### src/rtl/prog_updown_counter.sv
// rtl/prog_updown_counter.sv - programmable up/down counter with binary or modulus wrap
// Optional build macro: PROG_UPDOWN_COUNTER_SAT_EN (terminal steps saturate instead of wrapping)
module prog_updown_counter #(
  parameter int WIDTH = 8
) (
  input  logic             clk,
  input  logic             rst_n,
  input  logic             clear,
  input  logic             load,
  input  logic [WIDTH-1:0] load_val,
  input  logic             enable,
  input  logic             incr,
  input  logic             mode,
  input  logic [WIDTH-1:0] modulus,
  output logic [WIDTH-1:0] count,
  output logic             tc,
  output logic             wrapped
);

  localparam logic [WIDTH-1:0] ZERO = '0;
  localparam logic [WIDTH-1:0] ONES = '1;
  localparam logic [WIDTH-1:0] ONE  = {{(WIDTH-1){1'b0}}, 1'b1};

  logic             small_mod;
  logic [WIDTH-1:0] mod_m1;
  logic [WIDTH-1:0] load_next;
  logic             at_term;
  logic             step;
  logic [WIDTH-1:0] step_next;

  // Top of the mode-0 range; modulus 0 and 1 both collapse to a range of just 0.
  always_comb begin
    small_mod = (modulus <= ONE);
    mod_m1    = small_mod ? ZERO : (modulus - ONE);
  end

  // Parallel-load value, clamped into range when counting against a modulus.
  always_comb begin
    load_next = load_val;
    if (!mode && (load_val > mod_m1)) begin
      load_next = mod_m1;
    end
  end

  // Terminal detection for the current direction, mode and modulus.
  always_comb begin
    at_term = 1'b0;
    if (mode) begin
      at_term = incr ? (count == ONES) : (count == ZERO);
    end else if (small_mod) begin
      at_term = 1'b1;
    end else begin
      at_term = incr ? (count >= mod_m1) : (count == ZERO);
    end
  end

  // An enabled step that is not overridden by clear or load.
  always_comb begin
    step = enable & ~clear & ~load;
    tc   = rst_n & step & at_term;
  end

  // Value taken by an enabled step.
  always_comb begin
    step_next = count;
    if (mode) begin
      if (incr) begin
`ifdef PROG_UPDOWN_COUNTER_SAT_EN
        step_next = at_term ? ONES : (count + ONE);
`else
        step_next = count + ONE;
`endif
      end else begin
`ifdef PROG_UPDOWN_COUNTER_SAT_EN
        step_next = at_term ? ZERO : (count - ONE);
`else
        step_next = count - ONE;
`endif
      end
    end else if (small_mod) begin
      step_next = ZERO;
    end else if (incr) begin
      if (at_term) begin
`ifdef PROG_UPDOWN_COUNTER_SAT_EN
        step_next = mod_m1;
`else
        step_next = ZERO;
`endif
      end else begin
        step_next = count + ONE;
      end
    end else begin
      if (count == ZERO) begin
`ifdef PROG_UPDOWN_COUNTER_SAT_EN
        step_next = ZERO;
`else
        step_next = mod_m1;
`endif
      end else if (count > mod_m1) begin
        // Out-of-range count after a modulus change resyncs to the top without flagging a wrap.
        step_next = mod_m1;
      end else begin
        step_next = count - ONE;
      end
    end
  end

  // Count register with clear > load > enable > hold priority.
  always_ff @(posedge clk or negedge rst_n) begin
    if (!rst_n) begin
      count <= ZERO;
    end else if (clear) begin
      count <= ZERO;
    end else if (load) begin
      count <= load_next;
    end else if (enable) begin
      count <= step_next;
    end
  end

  // One-cycle pulse following any enabled terminal step.
  always_ff @(posedge clk or negedge rst_n) begin
    if (!rst_n) begin
      wrapped <= 1'b0;
    end else begin
      wrapped <= step & at_term;
    end
  end

endmodule

### config.mk
export PLATFORM = sky130hd
export DESIGN_NAME = prog_updown_counter
export DESIGN_NICKNAME = d
export VERILOG_FILES = /design/src/rtl/prog_updown_counter.sv
export SDC_FILE = /design/constraint.sdc
export NUM_CORES = 1
export LEC_CHECK = 0
export BUFFER_PORTS_ARGS = -buffer_cell sky130_fd_sc_hd__buf_2
export CAP_MARGIN = 20
export CORE_MARGIN = 2
export CORE_UTILIZATION = 40
export DETAILED_ROUTE_END_ITERATION = 10
export GPL_ROUTABILITY_DRIVEN = 0
export GPL_TIMING_DRIVEN = 0
export PLACE_DENSITY = 0.74
export SKIP_LAST_GASP = 1
export SLEW_MARGIN = 10
export SYNTH_ARGS = -nofsm -noshare
export SYNTH_HDL_FRONTEND = slang
export SYNTH_SLANG_ARGS = --single-unit
### constraint.sdc
create_clock -name clk -period 2.6 [get_ports clk]
set_input_delay 0.13 -clock clk [delete_from_list [all_inputs] [get_ports clk]]
set_output_delay 0.13 -clock clk [all_outputs]
set_load 0.1 [all_outputs]
# Word-level counts from Yosys, hierarchy flattened
# Index checks and enable logic that the tools add are counted.
# classes
mux	16
n_addsub	3
n_reduce_logical	4
n_lt_le_gt_ge	4
bitwise	7
eq_ne	1
# op_table
cell	n
8-bit 2-to-1 mux	12
8-bit > comparator	2
8-bit by 1-bit subtractor with 8-bit output, second input constant	2
8-bit by 1-bit adder with 8-bit output, second input constant	1
8-bit equality test, second input constant	1
8-bit >= comparator	1
8-bit by 1-bit less-or-equal comparator with 1-bit output, second input constant	1
8-bit zero test	1
1-bit bitwise AND	5
1-bit 2-to-1 mux	4
3-bit nonzero test	1
1-bit inverter	2
1-bit logical AND	1
1-bit zero test	1
# totals
elab_cells	37
regBits	9
inputBits	23
out_inout_bits	10

# Longest topological paths before layout
# Gate-level depths: netlist of the first run.
# depth
word_depth	13
depth_mapped	15
depth_no_buf	14

# Worst setup path after synthesis of the first run
# Ideal clock, no wire load.
# synth_path
kind	reg2out
from	reg count[0]
to	out tc
path_stages_with_launch	11
slack_ns	-0.822
t_arrival_ns	3.292
n_path_buf	1
t_required_ns	2.470
path_cell_list	dfrtp_1 -> clkbuf_1 -> inv_1 -> ha_1 -> nor2b_1 -> o211ai_1 -> a31o_2 -> a21oi_1 -> o21ai_0 -> a21oi_1 -> and2_1
# synth_between
elab_chain_cells	5
elab_cells_between_ends	8
cone_classes	1 x order compare; 1 x eq/ne; 4 x mux; 1 x bitwise; 1 x reduce/logical
# synth_rtl
item	line_no	text
start: declaration	15	output logic [WIDTH-1:0] count,
start signal: assignment	115	count <= load_next;
start signal: assignment	117	count <= step_next;
8-bit >= comparator / 8-bit zero test (equally long branches)	53, 49	
1-bit 2-to-1 mux	53	at_term = incr ? (count >= mod_m1) : (count == ZERO);
1-bit 2-to-1 mux	50	end else if (small_mod) begin
1-bit 2-to-1 mux (*)	48	if (mode) begin
1-bit bitwise AND (*)	60	tc = rst_n & step & at_term;
end: declaration	16	output logic tc,
# Every way passes the cells marked *; elsewhere a longest branch is shown, timed or not.

# Final worst setup path of the first run
# layout_path
from	in modulus[0]
to	reg count[1]
# layout_between
elab_chain_cells	13
elab_cells_between_ends	20
cone_classes	1 x add/sub; 4 x order compare; 14 x mux; 1 x reduce/logical
# layout_rtl
item	line_no	text
start: declaration	14	input logic [WIDTH-1:0] modulus,
8-bit by 1-bit subtractor with 8-bit output / 8-bit by 1-bit less-or-equal comparator with 1-bit output (equally long branches)	34, 33	
8-bit 2-to-1 mux	34	mod_m1 = small_mod ? ZERO : (modulus - ONE);
8-bit >= comparator	53	
1-bit 2-to-1 mux	53	
1-bit 2-to-1 mux	50	
1-bit 2-to-1 mux	48	
8-bit 2-to-1 mux	83	if (at_term) begin
8-bit 2-to-1 mux	82	end else if (incr) begin
8-bit 2-to-1 mux	80	end else if (small_mod) begin
8-bit 2-to-1 mux	66	if (mode) begin
8-bit 2-to-1 mux	116	end else if (enable) begin
8-bit 2-to-1 mux (*)	114	end else if (load) begin
8-bit 2-to-1 mux (*)	112	end else if (clear) begin
# Every way passes the cells marked *; elsewhere a longest branch is shown, timed or not. The select of a mux whose other input is x is not followed.
# A chain may end at the register's enable or synchronous reset.

==> results of run 1 <==
-- worst max-delay path: cells and delay by family --
kind	cells	cell delay, ns
AO/OA/AOI/OAI	3	0.75
buffers and inverters	2	0.14
AND/OR/NAND/NOR	6	1.24
multiplexers	1	0.12
adder cells (fa/ha/maj)	2	0.47
-- through the flow --
step                      instance area (um2)  power [uW]  instances
after floorplan                          1880         637        237
after global placement                   2100         764        320
after detailed placement                 2100         771        320
after CTS                                2380         990        338
after global routing                     2480        1100        342
final                                    2480        1030        342
-- flip-flops by register name (all words and copies together) (netlist names) --
signal,cells
count,8
wrapped,1
-- per-layer routing --
metal,vias to the layer above,part of all wire,global-route usage
met5,-,0,0
met4,0,0.045,0.0940
met3,32,0.073,0.0519
met2,98,0.48,0.405
met1,965,0.40,0.303
li1,998,-,-
-- power groups by stage --
stage / sequential (uW) / combinational, uW / clock (uW)
floorplan: 291 / 345 / 0
global placement: 187 / 577 / 0
detailed placement: 188 / 583 / 0
CTS: 188 / 633 / 169
global route: 190 / 728 / 182
finish: 188 / 674 / 169
-- path summary, 6_finish.rpt --
kind / from / endpoint / slack, ns / depth (start not counted)
max: modulus[0] / count[1] / -0.14 / 14
min: load_val[7] / count[7] / 0.19 / 3
max reg2reg: count[0] / count[1] / -0.06 / 10
min reg2reg: count[7] / count[7] / 0.63 / 2
max in group asynchronous: rst_n / count[0] / 2.11 / 2
min in group asynchronous: rst_n / count[6] / 0.27 / 2
-- placed cells by master (no fill, tap or decap), types with 3 or more instances in the layout --
cell / instances
a211oi_1: 5
a21oi_1: 12
a21oi_2: 4
a22o_1: 4
a31oi_1: 3
a41o_1: 3
buf_2: 26
buf_4: 17
buf_6: 6
clkbuf_1: 7
clkbuf_8: 3
dfrtp_2: 6
ha_1: 15
ha_4: 6
inv_1: 6
inv_4: 3
mux2i_1: 7
nand2_1: 21
nand2b_1: 3
nand3_1: 8
nand4_1: 10
nor2_1: 19
nor2b_1: 4
nor3_1: 3
o21ai_0: 9
xnor2_1: 5
xor2_1: 6
-- cell type report --
class	count	area (um2)
well taps	52	65.1
multi-input cells	204	1660
fillers	395	1820
inverters	12	52.6
repair buffers	50	362
flip-flops and latches	9	236
clock buffers	4	45.0
plain buffers	11	56.3
-- what timing repair did --
item / in CTS / in global routing
endpoints found under the setup margin: 10 / 9
setup buffers: 14 / 4
gates resized for setup: 34 / 15
pin swaps: 23 / 11
endpoints found under the hold margin: 9 / 0
hold buffers: 1 / 0
-- logic make-up after synthesis --
family / Yosys count / synth area share
AO/OA/AOI/OAI: 70 / 0.277
buffers and inverters: 24 / 0.0597
adder cells (fa/ha/maj): 21 / 0.149
XOR/XNOR: 11 / 0.0548
multiplexers: 9 / 0.0548
AND/OR/NAND/NOR: 93 / 0.277
flip-flops: 9 / 0.128
==> metrics.yaml, run 1 <==
synth_commonest_cells: "23 x nor2_1, 22 x nand2_1, 21 x ha_1, 16 x a21oi_1, 11 x inv_1"
rsz0062_at_grt: "yes"
coreArea_um2: 4290
synth_top_cell_area_share: 0.149
violations: "setup timing"
fin_nets: 335
synth-seq-cells: 9
whs_ns: 0.190
slowest_delay_ns: 0.39
avgSynthCellArea_um2: 7.42
min_path_type: "in -> reg"
drt-total-wl_mm: 5.80
syn_inst: 237
slowest_stage: "or3_4"
netSwitchingFraction: 0.494
power.switching_uw: 510
vias: 2093
antennaDiodeCount: 0
fmax_mhz: 365
clock_latency_ns: 0.24
p_per_area_nw_per_um2: 416
initial_utilization: 0.410
netlist_area_um2: 1760
grt_pass1_wl_mm: 9.58
clock_skew_ns: 0.00823
area_growth_pct: 40.8
seqPwrFrac: 0.182
path_cells: "buf_8 -> inv_4 -> ha_4 -> o21bai_4 -> nor4b_4 -> or2_4 -> ha_1 -> nand4_1 -> nor2_4 -> nor2_2 -> or3_4 -> mux2i_1 -> o311a_1 -> a221o_1"
yosysMostFrequentCell: "nor2_1"
row_count: 24
grtUsageTotal: 0.243
cts.sinks: 9
dieWidth_um: 70.3
wire_per_inst_um: 17.0
hold_viol_final: 0
clk_pin_slew_ns: 0.05
ys.flop_type: "dfrtp_1"
max_slew.worst_pin.slew_ns: 1.07
cp.required_ns: 2.72
synth_cell_types: 57
critPathLaunchType: "input port"
critPathArrivalTime_ns: 2.86
antenna_found_initial: 0
worst_slack_ns: -0.141
dr.pass1.iters: 5
htreeDepth: 1
port_buffers: 31
relSlewSlack: 0.281
yosys-top-cells-area: "ha_1 15%, dfrtp_1 13%, nor2_1 4.9%, nand2_1 4.7%, a21oi_1 4.6%"
power_frac_clock: 0.164
setup.worst_path.end_class: "flop"
grt_pass1_vias: 2036
totalNegativeSetupSlack_ns: -0.689
internal_power_uw: 522
cts_tree: "done"
die-height_um: 70.3
slew_viol_final: 0
synth-async-reset-ratio: 1.00
drive_gt1_frac: 0.376
synth_edf_count: 0
ir_drop_uv: 218
min_period_over_period: 1.05
grt_start_max_net_pins: 11
critPathMaxFanout: 5
pre_cts_ws_ns: -0.878
crit_type: "in -> reg"
cts_root_buffer: "clkbuf_8"
die_area_um2: 4940
ant_nets: 0
leakage_uw: 0.00105
synth_area_leader_cell: "ha_1"
vias_per_cell: 6.12
setup_viol: 8
final_util: 0.577
drtIter0Drc: 213
drv_cap: 0
global_route.overflow_total: 0
dpl.hpwl_mm: 4.19
comb_power_share: 0.654
status: "finished, violations left"
syn_nets: 281
synth_warnings: 0
layout_min_cycle_time_ns: 2.74
clockBufferDepth: 2
drc: 0
ys_seq_area_frac: 0.128
cts_buffers: 3
io_pins: 33
Note: power is estimated with default switching activity, not from simulation.
==> inputs of run 2 (changes only) <==
--- a/config.mk
+++ b/config.mk
@@ -6,13 +6,13 @@
 export NUM_CORES = 1
 export LEC_CHECK = 0
 export BUFFER_PORTS_ARGS = -buffer_cell sky130_fd_sc_hd__buf_2
-export CAP_MARGIN = 20
 export CORE_MARGIN = 2
-export CORE_UTILIZATION = 40
+export CORE_UTILIZATION = 51
 export DETAILED_ROUTE_END_ITERATION = 10
 export GPL_ROUTABILITY_DRIVEN = 0
 export GPL_TIMING_DRIVEN = 0
-export PLACE_DENSITY = 0.74
+export PLACE_DENSITY = 0.88
+export SETUP_SLACK_MARGIN = 0.2
 export SKIP_LAST_GASP = 1
 export SLEW_MARGIN = 10
 export SYNTH_ARGS = -nofsm -noshare
==> run 2 against run 1 <==
Against the previous run:
- largest power group unchanged
- via count grew 4.7%
- clock power shrank 38%
- global-route usage grew 7.6 points
- critical endpoint unchanged
- clock skew shrank 0.0056 ns
- sequential share of layout area shrank 0.24 points
- flip-flop and latch count is the same
- the run still ends with setup timing left
- first-iteration DRC count grew 37%
- final area grew 3.1%
- total power shrank 2.3%
- sequential power is essentially flat
- non-clock buffer count grew 9
- maximum frequency shrank 5.8%
==> metrics.yaml, run 2 (same netlist as run 1, synthesis figures left out) <==
status: "finished, violations left"
violations: "setup timing"
ir_drop_uv: 232  # +6.4%
slew_viol_final: 0  # unchanged
drt-total-wl_mm: 6.12  # +5.6%
fin_total_pwr_uw: 1010  # -2.3%
fin_cells: 345  # +0.88%
wire_per_inst_um: 17.7  # +4.7%
cts_tree: "done"
critPathLaunchType: "input port"
drv_cap: 0  # unchanged
dp.cells: 314  # -1.9%
grt_pass1_vias: 2215  # +8.8%
vias: 2191  # +4.7%
hold_viol_final: 0  # unchanged
ant_nets: 0  # unchanged
top_register: "count"
drive_gt1_frac: 0.401  # +0.0255
r2r_setup_slack_ns: -0.18  # -0.12 ns
port_buffers: 31  # unchanged
htreeDepth: 1  # unchanged
critPathArrivalTime_ns: 3.04  # +0.18 ns
nFillCells: 242  # -39%
coreArea_um2: 3340  # -22%
cts_root_buffer: "clkbuf_4"
cts_buffers: 3  # unchanged
relSlewSlack: 0.290  # +0.00869
dieWidth_um: 62.7  # -11%
cts.sinks: 9  # unchanged
largest_reg_flops: 8  # unchanged
antennaDiodeCount: 0  # unchanged
clock_skew_ns: 0.00264  # -0.00559 ns
clockBufferDepth: 2  # unchanged
min_path_type: "in -> reg"
grtUsageMet2: 0.569  # +0.164
grt_pass1_wl_mm: 10.1  # +5.8%
p_per_area_nw_per_um2: 395  # -5.3%
grt_use_met1: 0.367  # +0.0636
clk_pin_slew_ns: 0.05  # about the same
worst_slack_ns: -0.308  # -0.168 ns
max_slew.worst_pin.slew_ns: 1.06  # -0.0129 ns
area_growth_pct: 45.2
final_cell_mix: "28 x buf_2, 23 x buf_4, 19 x nor2_1, 19 x nand2_1, 15 x ha_1"
layout_commonest_cell: "buf_2"
use_met3: 0.0559  # +0.00391
fmax_mhz: 344  # -5.8%
crit_type: "in -> reg"
rr_worst_depth: 12  # +2
setup_viol: 9  # +1
grt-busiest-layer: "met2"
rsz0062_at_grt: "yes"
cp.required_ns: 2.73  # about the same
fin_nets: 344  # +2.7%
reg_top3: "count: 8 flops, wrapped: 1 flops"
vias_per_cell: 6.35  # +3.8%
io_pins: 33  # unchanged
drc: 0  # unchanged
dr.pass1.iters: 5  # unchanged
global_route.overflow_total: 0  # unchanged
min_period_over_period: 1.12  # +0.0645
dpl.hpwl_mm: 4.08  # -2.4%
critPathMaxFanout: 3  # -2
antenna_found_initial: 0  # unchanged
die_area_um2: 3940  # -20%
layout_min_cycle_time_ns: 2.91  # +0.168 ns
drtIter0Drc: 292  # +37%
leakage_uw: 0.00110  # +4.7%
row_count: 21  # -13%
initial_utilization: 0.527  # +0.118
grt_start_max_net_pins: 11  # unchanged
grtUsageTotal: 0.319  # +0.0763
setup.worst_path.end_class: "flop"
die-height_um: 62.7  # -11%
clock_latency_ns: 0.26  # +0.02 ns
hold_depth: 3  # unchanged
## run 2: path summary, 6_finish.rpt
| check | startpoint | endpoint |
|---|---|---|
| worst max register to register | count[0] | count[1] |
| max in group asynchronous | rst_n | count[0] |
| worst max-delay path | modulus[5] | count[1] |
| worst min register to register | count[7] | count[7] |
| worst min-delay path | enable | wrapped |
| min in group asynchronous | rst_n | count[4] |
## run 2: metrics by stage
stage / utilization / hold WS, ns / area (um2) / worst slack, ns / setup TNS, ns
after floorplan: - / -0.166 / 1890 / -0.224 / -0.378
after global placement: 0.631 / -0.0152 / 2110 / -0.835 / -5.01
after detailed placement: 0.631 / -0.0124 / 2110 / -0.870 / -5.45
after CTS: 0.737 / 0.190 / 2460 / -0.226 / -0.750
after global routing: 0.765 / 0.200 / 2550 / -0.375 / -2.52
final: 0.765 / 0.201 / 2550 / -0.308 / -1.86
## run 2: timing repair
| item | in CTS | in global routing |
|---|---|---|
| setup endpoints to repair | 10 | 9 |
| gates resized for setup | 41 | 13 |
| pin swaps | 30 | 6 |
| buffers inserted | 19 | 6 |
| hold endpoints to repair | 9 | 0 |
| gates cloned | 1 | 0 |
| hold buffers | 1 | 0 |
## run 2: per-layer routing
layer	up-vias	routed length (um)
li1	1019	-
met1	1009	2370
met2	128	3030
met3	35	470
met4	0	248
met5	-	0
## run 2: where the power goes
group	internal [uW]	switching (uW)
Combinational	278	439
Sequential	159	28.1
Clock	58.9	45.2
Total	496	512
## run 2: cell type report
cell class | count | area, um2 | share of cell area
Tap cell | 46 | 57.6 | 0.0225
Inverter | 12 | 55.1 | 0.0216
Multi-Input combinational cell | 204 | 1690 | 0.660
Timing Repair Buffer | 58 | 418 | 0.164
Sequential cell | 9 | 238 | 0.0931
Clock buffer | 4 | 26.3 | 0.0103
Buffer | 12 | 73.8 | 0.0289
## run 2: critical path, cell delays in order
cell and delay (ns):
buf_6 0.10, nor3_4 0.22, buf_4 0.14, nand3b_1 0.09
mux2_2 0.24, inv_1 0.08, ha_1 0.31, nand4_1 0.22
nor2_2 0.19, buf_4 0.14, a211oi_2 0.04, or3_1 0.34
buf_6 0.13, mux2i_1 0.10, o311a_1 0.28, a221o_1 0.27
